[src/rtl/gpio_host_initiator_if.sv]
// Purpose : link-side signal bundle between the GPIO host initiator and the
//           parallel interface device (clock, chip select, data bus halves).
// Ports   : master = initiator (drives xclk/cs/data_out/data_oe, reads data_in),
//           slave  = device side / bus model (the mirror image).
// Timing  : pure wiring, no latency; no flow control on the link itself.
interface gpio_host_initiator_if #(
  parameter int DATA_WIDTH = 8
);

  logic                  xclk;      // link clock to the device
  logic                  cs;        // chip select, active-high
  logic [DATA_WIDTH-1:0] data_out;  // value driven onto the bus when data_oe=1
  logic                  data_oe;   // bus output enable (tristate control at top)
  logic [DATA_WIDTH-1:0] data_in;   // value seen on the bus pins

  modport master (
    output xclk,
    output cs,
    output data_out,
    output data_oe,
    input  data_in
  );

  modport slave (
    input  xclk,
    input  cs,
    input  data_out,
    input  data_oe,
    output data_in
  );

endinterface

[src/rtl/gpio_host_initiator.sv]
// Purpose : host-side initiator of the parallel GPIO link; generates xclk/cs and
//           runs one BURST_SIZE-byte write or read burst per accepted start.
// Latency : cs rises one clk after start is accepted; write burst is
//           CLK_DIV + 2*CLK_DIV*BURST_SIZE cycles, read adds one extra CLK_DIV
//           of bus turnaround; read bytes appear one cycle after each HIGH phase.
// Backpr. : start is dropped unless IDLE (and, for writes, the TX buffer is full);
//           wr_en is dropped while busy or tx_full. No stalling once a burst runs.
// Ports   : clk/rst (sync, active-high); wr_en/wr_data/tx_full fill the TX buffer;
//           start/dir launch a burst; busy/done report progress; rd_valid/rd_data
//           return captured read bytes; link (master modport) is the device bus.
module gpio_host_initiator #(
  parameter int BURST_SIZE = 8,
  parameter int DATA_WIDTH = 8,
  parameter int CLK_DIV    = 2
) (
  input  logic                  clk,
  input  logic                  rst,
  input  logic                  wr_en,
  input  logic [DATA_WIDTH-1:0] wr_data,
  output logic                  tx_full,
  input  logic                  start,
  input  logic                  dir,
  output logic                  busy,
  output logic                  done,
  output logic                  rd_valid,
  output logic [DATA_WIDTH-1:0] rd_data,
  gpio_host_initiator_if.master link
);

  // Byte pointer/counter must be able to hold BURST_SIZE itself.
  localparam int PW = $clog2(BURST_SIZE) + 1;
  localparam int IW = (BURST_SIZE > 1) ? $clog2(BURST_SIZE) : 1;
  // Phase counter must reach 2*CLK_DIV-1 for the read turnaround in SETUP.
  localparam int CW = $clog2(2 * CLK_DIV);

  typedef enum logic [2:0] {
    IDLE,
    SETUP,
    HIGH,
    LOW,
    DONE
  } state_t;

  state_t state;
  state_t state_n;

  // TX buffer and its fill pointer
  logic [DATA_WIDTH-1:0] tx_buf [BURST_SIZE];
  logic [PW-1:0]         wr_ptr;
  logic                  push;

  // Sequencing
  logic [CW-1:0] ph_cnt;
  logic [CW-1:0] ph_lim;
  logic          ph_last;
  logic          hi_end;
  logic [PW-1:0] byte_cnt;
  logic [PW-1:0] byte_nxt;
  logic          rd_mode;
  logic          mode_n;
  logic          accept;
  logic          active_n;

  // Registered outputs
  logic                  xclk_q;
  logic                  cs_q;
  logic                  oe_q;
  logic [DATA_WIDTH-1:0] dout_q;
  logic                  busy_q;
  logic                  done_q;
  logic                  rd_valid_q;
  logic [DATA_WIDTH-1:0] rd_data_q;
  logic [DATA_WIDTH-1:0] din_q;

  assign tx_full  = (wr_ptr == PW'(BURST_SIZE));
  assign push     = wr_en && !busy_q && !tx_full;
  assign byte_nxt = byte_cnt + 1'b1;

  assign busy          = busy_q;
  assign done          = done_q;
  assign rd_valid      = rd_valid_q;
  assign rd_data       = rd_data_q;
  assign link.xclk     = xclk_q;
  assign link.cs       = cs_q;
  assign link.data_oe  = oe_q;
  assign link.data_out = dout_q;

  // ---------------------------------------------------------------------------
  // State register
  // ---------------------------------------------------------------------------
  always_ff @(posedge clk) begin
    if (rst) begin
      state <= IDLE;
    end else begin
      state <= state_n;
    end
  end

  // ---------------------------------------------------------------------------
  // Next-state logic
  // ---------------------------------------------------------------------------
  always_comb begin
    state_n = state;
    accept  = 1'b0;
    // Read SETUP is twice as long: gives the device time to turn the bus around.
    ph_lim  = (state == SETUP && rd_mode) ? CW'(2 * CLK_DIV - 1) : CW'(CLK_DIV - 1);
    ph_last = (ph_cnt == ph_lim);
    hi_end  = (state == HIGH) && ph_last;

    case (state)
      IDLE: begin
        // A write needs a complete burst already staged in the buffer.
        if (start && (dir || tx_full)) begin
          accept  = 1'b1;
          state_n = SETUP;
        end
      end
      SETUP: begin
        if (ph_last) state_n = HIGH;
      end
      HIGH: begin
        if (ph_last) state_n = LOW;
      end
      LOW: begin
        // byte_cnt counts completed HIGH phases, so it equals BURST_SIZE here
        // only during the final LOW.
        if (ph_last) begin
          state_n = (byte_cnt == PW'(BURST_SIZE)) ? DONE : HIGH;
        end
      end
      DONE: begin
        state_n = IDLE;
      end
      default: begin
        state_n = IDLE;
      end
    endcase

    mode_n   = accept ? dir : rd_mode;
    active_n = (state_n == SETUP) || (state_n == HIGH) || (state_n == LOW);
  end

  // ---------------------------------------------------------------------------
  // TX buffer storage (contents need no reset; the pointer guards them)
  // ---------------------------------------------------------------------------
  always_ff @(posedge clk) begin
    if (push) begin
      tx_buf[wr_ptr[IW-1:0]] <= wr_data;
    end
  end

  // ---------------------------------------------------------------------------
  // Counters, datapath and registered outputs. Link outputs are computed from
  // the next state so they change exactly on the state-change edge.
  // ---------------------------------------------------------------------------
  always_ff @(posedge clk) begin
    if (rst) begin
      wr_ptr     <= '0;
      ph_cnt     <= '0;
      byte_cnt   <= '0;
      rd_mode    <= 1'b0;
      xclk_q     <= 1'b0;
      cs_q       <= 1'b0;
      oe_q       <= 1'b0;
      dout_q     <= '0;
      busy_q     <= 1'b0;
      done_q     <= 1'b0;
      rd_valid_q <= 1'b0;
      rd_data_q  <= '0;
      din_q      <= '0;
    end else begin
      // TX pointer: a finished write frees the whole buffer.
      if (state == DONE && !rd_mode) begin
        wr_ptr <= '0;
      end else if (push) begin
        wr_ptr <= wr_ptr + 1'b1;
      end

      // Phase timer restarts on every state change.
      if (state_n != state || state == IDLE) begin
        ph_cnt <= '0;
      end else begin
        ph_cnt <= ph_cnt + 1'b1;
      end

      if (accept) begin
        byte_cnt <= '0;
      end else if (hi_end) begin
        byte_cnt <= byte_nxt;
      end

      rd_mode <= mode_n;

      xclk_q <= (state_n == HIGH);
      cs_q   <= active_n;
      busy_q <= active_n;
      done_q <= (state_n == DONE);
      // Never drive the bus during a read or outside chip select.
      oe_q   <= active_n && !mode_n;

      // Byte 0 is presented in SETUP; later bytes on entry to LOW, i.e. right
      // after the device has sampled the current one. Last byte is held.
      if (accept && !dir) begin
        dout_q <= tx_buf[0];
      end else if (hi_end && !rd_mode && (byte_nxt < PW'(BURST_SIZE))) begin
        dout_q <= tx_buf[byte_nxt[IW-1:0]];
      end

      // Single register stage on the pin value; the sample taken on the last
      // cycle of HIGH is the value the device set up during the previous LOW.
      din_q      <= link.data_in;
      rd_valid_q <= hi_end && rd_mode;
      if (hi_end && rd_mode) begin
        rd_data_q <= din_q;
      end
    end
  end

endmodule
[src/flat_wrapper.sv]
// flat-port wrapper written by rule: the top's interface ports become plain ports
module gpio_host_initiator_flat 
#(
  parameter int BURST_SIZE = 8,
  parameter int DATA_WIDTH = 8,
  parameter int CLK_DIV    = 2
)
  (clk, rst, wr_en, wr_data, tx_full, start, dir, busy, done, rd_valid, rd_data, link_xclk, link_cs, link_data_out, link_data_oe, link_data_in);
  gpio_host_initiator_if #(.DATA_WIDTH(DATA_WIDTH)) link_i ();
  input  logic clk;
  input  logic rst;
  input  logic wr_en;
  input  logic [DATA_WIDTH-1:0] wr_data;
  output logic tx_full;
  input  logic start;
  input  logic dir;
  output logic busy;
  output logic done;
  output logic rd_valid;
  output logic [DATA_WIDTH-1:0] rd_data;
  output wire logic [$bits(link_i.xclk)-1:0] link_xclk;
  output wire logic [$bits(link_i.cs)-1:0] link_cs;
  output wire logic [$bits(link_i.data_out)-1:0] link_data_out;
  output wire logic [$bits(link_i.data_oe)-1:0] link_data_oe;
  input wire logic [$bits(link_i.data_in)-1:0] link_data_in;
  assign link_xclk = link_i.xclk;
  assign link_cs = link_i.cs;
  assign link_data_out = link_i.data_out;
  assign link_data_oe = link_i.data_oe;
  assign link_i.data_in = link_data_in;
  gpio_host_initiator #(.BURST_SIZE(BURST_SIZE), .DATA_WIDTH(DATA_WIDTH), .CLK_DIV(CLK_DIV)) u_core (.clk(clk), .rst(rst), .wr_en(wr_en), .wr_data(wr_data), .tx_full(tx_full), .start(start), .dir(dir), .busy(busy), .done(done), .rd_valid(rd_valid), .rd_data(rd_data), .link(link_i));
endmodule
[config.mk]
export PLATFORM = sky130hd
export DESIGN_NAME = gpio_host_initiator_flat
export DESIGN_NICKNAME = d
export VERILOG_FILES = /design/src/rtl/gpio_host_initiator_if.sv /design/src/rtl/gpio_host_initiator.sv /design/src/flat_wrapper.sv
export SDC_FILE = /design/constraint.sdc
export NUM_CORES = 1
export LEC_CHECK = 0
export CORE_MARGIN = 3
export CORE_UTILIZATION = 57
export CTS_CLUSTER_DIAMETER = 30
export DETAILED_ROUTE_END_ITERATION = 8
export HOLD_SLACK_MARGIN = 0.03
export PLACE_DENSITY = 0.92
export RECOVER_POWER = 25
export SYNTH_ARGS = -nofsm -noshare
export SYNTH_HDL_FRONTEND = slang
export SYNTH_SLANG_ARGS = --single-unit
[constraint.sdc]
create_clock -name clk -period 3.95 [get_ports clk]
set_input_delay 0.79 -clock clk [delete_from_list [all_inputs] [get_ports clk]]
set_output_delay 0.79 -clock clk [all_outputs]
set_load 0.02 [all_outputs]
Yosys cells after proc, flatten, opt, wreduce, memory -nomap -nowiden

Memories as Yosys holds them, arrays and structs flattened.
Index checks and enable logic that the tools add are counted.

Memories: 1
Input port bits: 21
Logic and storage cells: 69
Register bits after elaboration: 43
RAM bits: 64

$add $sub $neg: 3
Muxes and demuxes: 14
Reduce and logical (&&, ||, !) cells: 25
Order comparisons: 1
Equality and inequality tests: 12

Memory list:

| name          | depth | bits a word | rd ports | clocked after memory_dff | write ports | line                      | text |
|---|---|---|---|---|---|---|---|
| u_core.tx_buf | 8     | 8           | 2        | 0                        | 1           | gpio_host_initiator.sv:48 | `logic [DATA_WIDTH-1:0] tx_buf [BURST_SIZE];` |

Operators with widths:

| operator                                                               | count |
|---|---|
| 8-bit 2-to-1 mux                                                       | 2 |
| 3-bit 2-to-1 mux                                                       | 5 |
| 3-bit by 2-bit equality test with 1-bit output (second input constant) | 4 |
| 3-bit case mux with 4 select lines                                     | 1 |
| 1-bit logical AND                                                      | 11 |
| 4-bit by 1-bit adder with 4-bit output (second input constant)         | 2 |
| 4-bit equality test (second input constant)                            | 2 |
| 3-bit by 1-bit equality test with 1-bit output (second input constant) | 2 |
| 3-bit equality test (second input constant)                            | 2 |
| 2-bit OR reduction                                                     | 3 |
| 1-bit zero test                                                        | 5 |
| 1-bit 2-to-1 mux                                                       | 5 |
| 1-bit logical OR                                                       | 4 |
| 4-bit < comparator (second input constant)                             | 1 |
| 3-bit zero test                                                        | 1 |
| 3-bit inequality test                                                  | 1 |
| 2-bit by 1-bit adder with 2-bit output (second input constant)         | 1 |
| 2-bit equality test                                                    | 1 |
| 2-bit 2-to-1 mux                                                       | 1 |
| 2-bit nonzero test                                                     | 1 |

Longest topological paths before layout

Depth after elaboration: 10
Depth in mapped cells: 10

Worst setup path before layout

OpenSTA, ideal clock, no wires.

Path type: register to register
From: register u_core.byte_cnt[0]
To: register u_core.dout_q[0] (netlist: u_core.link.data_out[0])
Setup time: 0.122 ns
Buffers on the path: 4
Cell stages (with the launch flop): 11
Required time: 3.828 ns
Path slack: 1.628 ns
Arrival time: 2.201 ns
Path through: dfxtp_1 > buf_6 > buf_12 > inv_1 > ha_1 > buf_2 > buf_1 > mux4_2 > mux2i_1 > nor3_1 > a221o_1

Cells in the longest elaborated chain, start to end: 4

RTL lines:

| item                                                   | line                       | text |
|---|---|---|
| start: declaration                                     | gpio_host_initiator.sv:57  | `logic [PW-1:0] byte_cnt;` |
| start signal: assignment                               | gpio_host_initiator.sv:189 | `byte_cnt <= byte_nxt;` |
| 4-bit by 1-bit adder with 4-bit output (*)             | gpio_host_initiator.sv:77  | `assign byte_nxt = byte_cnt + 1'b1;` |
| via u_core.byte_nxt[0]                                 | gpio_host_initiator.sv:58  | `logic [PW-1:0] byte_nxt;` |
| memory 8 x 8 bit or 4-bit < comparator (tied branches) | -                          |  |
| 8-bit 2-to-1 mux or 1-bit logical AND (tied branches)  | gpio_host_initiator.sv:205 | `end else if (hi_end && !rd_mode && (byte_nxt < PW'(BURST_SIZE))) begin` |
| 8-bit 2-to-1 mux or 2-bit nonzero test (tied branches) | -                          |  |
| end signal: assignment                                 | gpio_host_initiator.sv:204 | `dout_q <= tx_buf[0];` |
| end signal: assignment                                 | gpio_host_initiator.sv:206 | `dout_q <= tx_buf[byte_nxt[IW-1:0]];` |
| end: declaration                                       | gpio_host_initiator.sv:68  | `logic [DATA_WIDTH-1:0] dout_q;` |

The timed path passes the listed nets; every way through them passes the cells marked *. The select of a mux whose other input is x is not followed.
A chain may end at the register's enable or synchronous reset.

Worst setup path in the final report

From: register u_core.wr_ptr[1]
To: output tx_full

Cells in the longest elaborated chain, start to end: 1

RTL lines:

| item                     | line                       | text |
|---|---|---|
| start: declaration       | gpio_host_initiator.sv:49  | `logic [PW-1:0] wr_ptr;` |
| start signal: assignment | gpio_host_initiator.sv:176 | `wr_ptr <= wr_ptr + 1'b1;` |
| 4-bit equality test      | gpio_host_initiator.sv:75  | `assign tx_full = (wr_ptr == PW'(BURST_SIZE));` |
| end: declaration         | flat_wrapper.sv:14         | `output logic tx_full;` |

No other way between the ends.

==> summary by stage <==
Run status
The run finished with clean final reports.

Critical path
The worst setup path is launched from a flip-flop. The critical path goes through inv_1, ha_1, nand3b_4, inv_1, clkdlybuf4s50_1. The cell occurring most often along the worst timing path is sky130_fd_sc_hd__inv_1. The worst setup path is captured at a primary output. The path depth of the worst reg2reg path is 7. The dominant delay contributor by cell family on the critical path is buffers and inverters. Of all nets on the critical path, the largest fanout is 8.

The critical path is of the reg -> out type. The master of the slowest instance on the critical path is sky130_fd_sc_hd__clkdlybuf4s50_1. The buffer and inverter count on the worst path is 3. Data on the critical path arrives at its endpoint at 1.99 ns. The slack of the worst reg-to-reg path is 1.44 ns. In this design, the stage delay of the slowest critical-path cell is 0.63 ns. The endpoint of the worst register-to-register path is u_core.link.data_out[3]. For the worst setup path, the data required time is 3.16 ns.

The start of the worst register-to-register path is u_core.byte_cnt[0].

Power and ir drop
The total leakage power is 0.00165 uW. The peak supply drop is 0.244 mV. The areal power density over the cells is 398 mW/mm^2.

The overall power of the completed layout is 2000 uW.

Die
The number of top-level design ports is 44. The floorplan step defined a die boundary enclosing 0.00875 mm^2. Row generation in the floorplan step produced 31 rows. The placeable core region is 0.00733 mm^2. The floorplan step set the die width to 93.5 um. The initial standard-cell utilization of the core is 59.6%. The vertical die dimension is 93.5 um.

STA
Measured against its own limit, the worst slew margin works out to 57.2%. Setup repair after global routing left no endpoint under its margin. Adding up every negative setup slack in the final design gives 0 ns. The final cycle utilization of the critical path is 70.4%. Clock skew on the completed layout was measured at 0.0109 ns.

Static timing analysis puts the maximum clock frequency at 360 MHz. The slew of the pin with the lowest slew margin is 0.639 ns. The worst path in the final design needs a cycle of 2.78 ns, including I/O delays and setup. The number of max-slew violations in the final report is 0. The least setup slack across all paths after layout is 1.17 ns. The number of endpoints failing setup at the final stage is 0. The number of endpoints with negative hold slack in the final report came to 0.

Detailed routing
The starting DRC count in detailed routing is 179. After detailed routing, the average wire length per cell comes to 18.4 um. Detailed routing inserted a total of 2,541 vias.

Dividing the detail-routed via count by the number of cells gives 5.79. The aggregate routed wire length is 8.09 mm. The count of nets left with antenna violations once routing finished came out at 0.

For this run, design rule violations remaining after detail routing come to 0. The first detailed-routing pass ran for 4 iterations.

Place
The minimum setup slack after placement is 1.11 ns. The placer congestion estimate is 0.829. The HPWL after detailed placement is 5.66 mm.

The number of buffers inserted by port buffering is 43.

Job
Max-cap violations in this run came to 0.

Final layout
Of the cells placed in the final design, the portion with a size suffix greater than 1 is 12.1%. The library cells used most frequently in the layout, excluding fill and tap cells, are sky130_fd_sc_hd__edfxtp_1, sky130_fd_sc_hd__dfxtp_1, sky130_fd_sc_hd__clkdlybuf4s50_1. The count of filler cells inserted in the layout is 471. The library cell used most frequently in the layout, excluding fill and tap cells, is sky130_fd_sc_hd__edfxtp_1.

The synthesis-to-layout area growth is 15.1%. After the last flow step, the layout net total stands at 360. Once layout is complete, the utilization of the core stands at 68.6%. The count of antenna diodes in the layout is 0.

Worst hold path
The tightest min-delay check is of the reg -> reg type. The path with the worst hold slack has its endpoint at u_core.rd_data[0]. The critical hold path startpoint is u_core.din_q[0]. The number of cells on the worst hold path is 2.

Clocking
TritonCTS built the clock tree. Counting the buffers created by CTS gives 9. The hold-fix buffer count after cts is 0. The maximum level of the CTS H-tree is 3.

Counting along the longest clock path gives a buffer depth of 2. The post-CTS resize count is 0. Clock-pin slew was measured on the worst setup and hold paths at 0.11 ns. The insertion delay to the later sink of the worst-skew pair is 0.37 ns. The number of setup buffers added after CTS is 0. The number of sinks on the clock net is 107. The root buffer cell is sky130_fd_sc_hd__clkbuf_8.

Logic synthesis
After synthesis the netlist holds a flip-flop and latch count of 107. The number of nets produced by synthesis is 319. The most used flip-flop cell after synthesis is sky130_fd_sc_hd__edfxtp_1. The synthesized netlist cell count is 294. The synthesized design contains 64 enable-type register cells. The sequential element share of the synthesized area is 63.7%.

For this run, the number of Yosys warnings is 0. After synthesis the cells add up to 0.00437 mm^2. The number of distinct library cells after synthesis is 51. The async set-reset flop share out of synthesis is 0%. After synthesis, the mean cell area works out to 14.9 um^2.

Global route
The number of antenna violations at the first check in global routing is 0. The first global-routing pass estimated 13.0 mm of wire. Entering global routing, the biggest net connects 30 pins. Global routing finished with a remaining overflow of 0. The total track usage is 19.9%. The number of global-route vias before repair came to 2,537.
metrics by stage:
| step | cell area (um^2) | std cells | hold WS [ns] |
|---|---|---|---|
| floorplan | 4370 | 294 | 0.429 |
| global placement | 4820 | 423 | 0.431 |
| detailed placement | 4820 | 423 | 0.441 |
| CTS | 5030 | 439 | 0.454 |
| global route | 5030 | 439 | 0.470 |
| finish | 5030 | 439 | 0.448 |
Yosys cell counts, drive strengths merged, types with 2 or more instances:
master	instances	share of area, %
xnor2	3	0.60
o21ai	2	0.23
nor3	14	2.0
nor2	15	1.3
xor2	5	1.4
nand3	14	1.6
nand4	2	0.29
a221o	8	1.8
clkbuf	3	0.26
ha	4	1.1
dfxtp	43	20
edfxtp	64	44
buf	14	2.7
mux2i	9	2.1
nor2b	12	1.9
nand2	15	1.3
mux4	16	9.0
inv	9	0.77
a31o	2	0.40
nand3b	3	0.80
a21oi	12	1.4
nor4	4	0.57
nand2b	4	0.74
final cells by class:
| type | instances | area (um^2) | share of cell area [%] |
|---|---|---|---|
| sequential | 107 | 2780 | 55.4 |
| timing repair buffer | 47 | 460 | 9.16 |
| multi-input combinational | 161 | 1420 | 28.3 |
| tap | 99 | 124 | 2.46 |
| clock buffer | 9 | 124 | 2.46 |
| inverter | 9 | 33.8 | 0.672 |
| clock inverter | 7 | 78.8 | 1.57 |
flip-flops by register name (all words and copies together), names as in the netlist:
| name | cells |
|---|---|
| u_core.link.xclk | 1 |
| u_core.link.data_oe | 1 |
| u_core.din_q | 8 |
| u_core.state | 3 |
| u_core.rd_mode | 1 |
| u_core.link.data_out | 8 |
| u_core.tx_buf | 64 |
| u_core.link.cs | 1 |
| u_core.byte_cnt | 4 |
| u_core.ph_cnt | 2 |
| u_core.rd_data | 8 |
| u_core.rd_valid | 1 |
| u_core.done | 1 |
| u_core.wr_ptr | 4 |
where the power goes:
group | internal, uW | switching (uW) | leakage (uW)
clock | 259 | 411 | 0.000105
combinational | 46.7 | 56.2 | 0.000615
sequential | 1210 | 20.0 | 0.000930
worst min-delay path: cells and delay by family, from the launching register on:
kind / cells / cell delay (ns)
AO/OA/AOI/OAI: 1 / 0.05
AND/OR/NAND/NOR: 1 / 0.06
flip-flops: 1 / 0.32
how the worst max path moves through the flow:
stage                            start                       to  slack [ns]  cells after the start
CTS                   u_core.wr_ptr[1]                  tx_full        1.17                      5
global route          u_core.wr_ptr[1]                  tx_full        1.09                      5
finish                u_core.wr_ptr[1]                  tx_full        1.17                      5
detailed placement               wr_en      u_core.tx_buf[6][7]        1.11                      4
global placement                 wr_en      u_core.tx_buf[2][0]        1.22                      4
floorplan           u_core.byte_cnt[0]  u_core.link.data_out[0]        1.63                     10
cell families (layout without fill, tap and decap cells):
kind of cell | count (synthesis) | after routing | share of synthesized area, %
AOI/OAI and AO/OA | 34 | 34 | 6.13
DFF | 107 | 107 | 63.7
adders and majority gates | 4 | 4 | 1.15
and+or+nand+nor | 90 | 90 | 12.2
muxes | 25 | 25 | 11.1
buffers and inverters | 26 | 72 | 3.70
xor gates and xnor gates | 8 | 8 | 2.03
metal layers:
metal	GRT usage [%]	part of all wire, %	routed length (um)	vias up
met5	0	0	0	-
met4	7.57	1.6	133	0
met3	4.02	5.6	454	10
met2	33.5	50	4070	95
met1	25.4	42	3430	1242
li1	-	-	-	1194
Power figures use the tool's default switching activity.
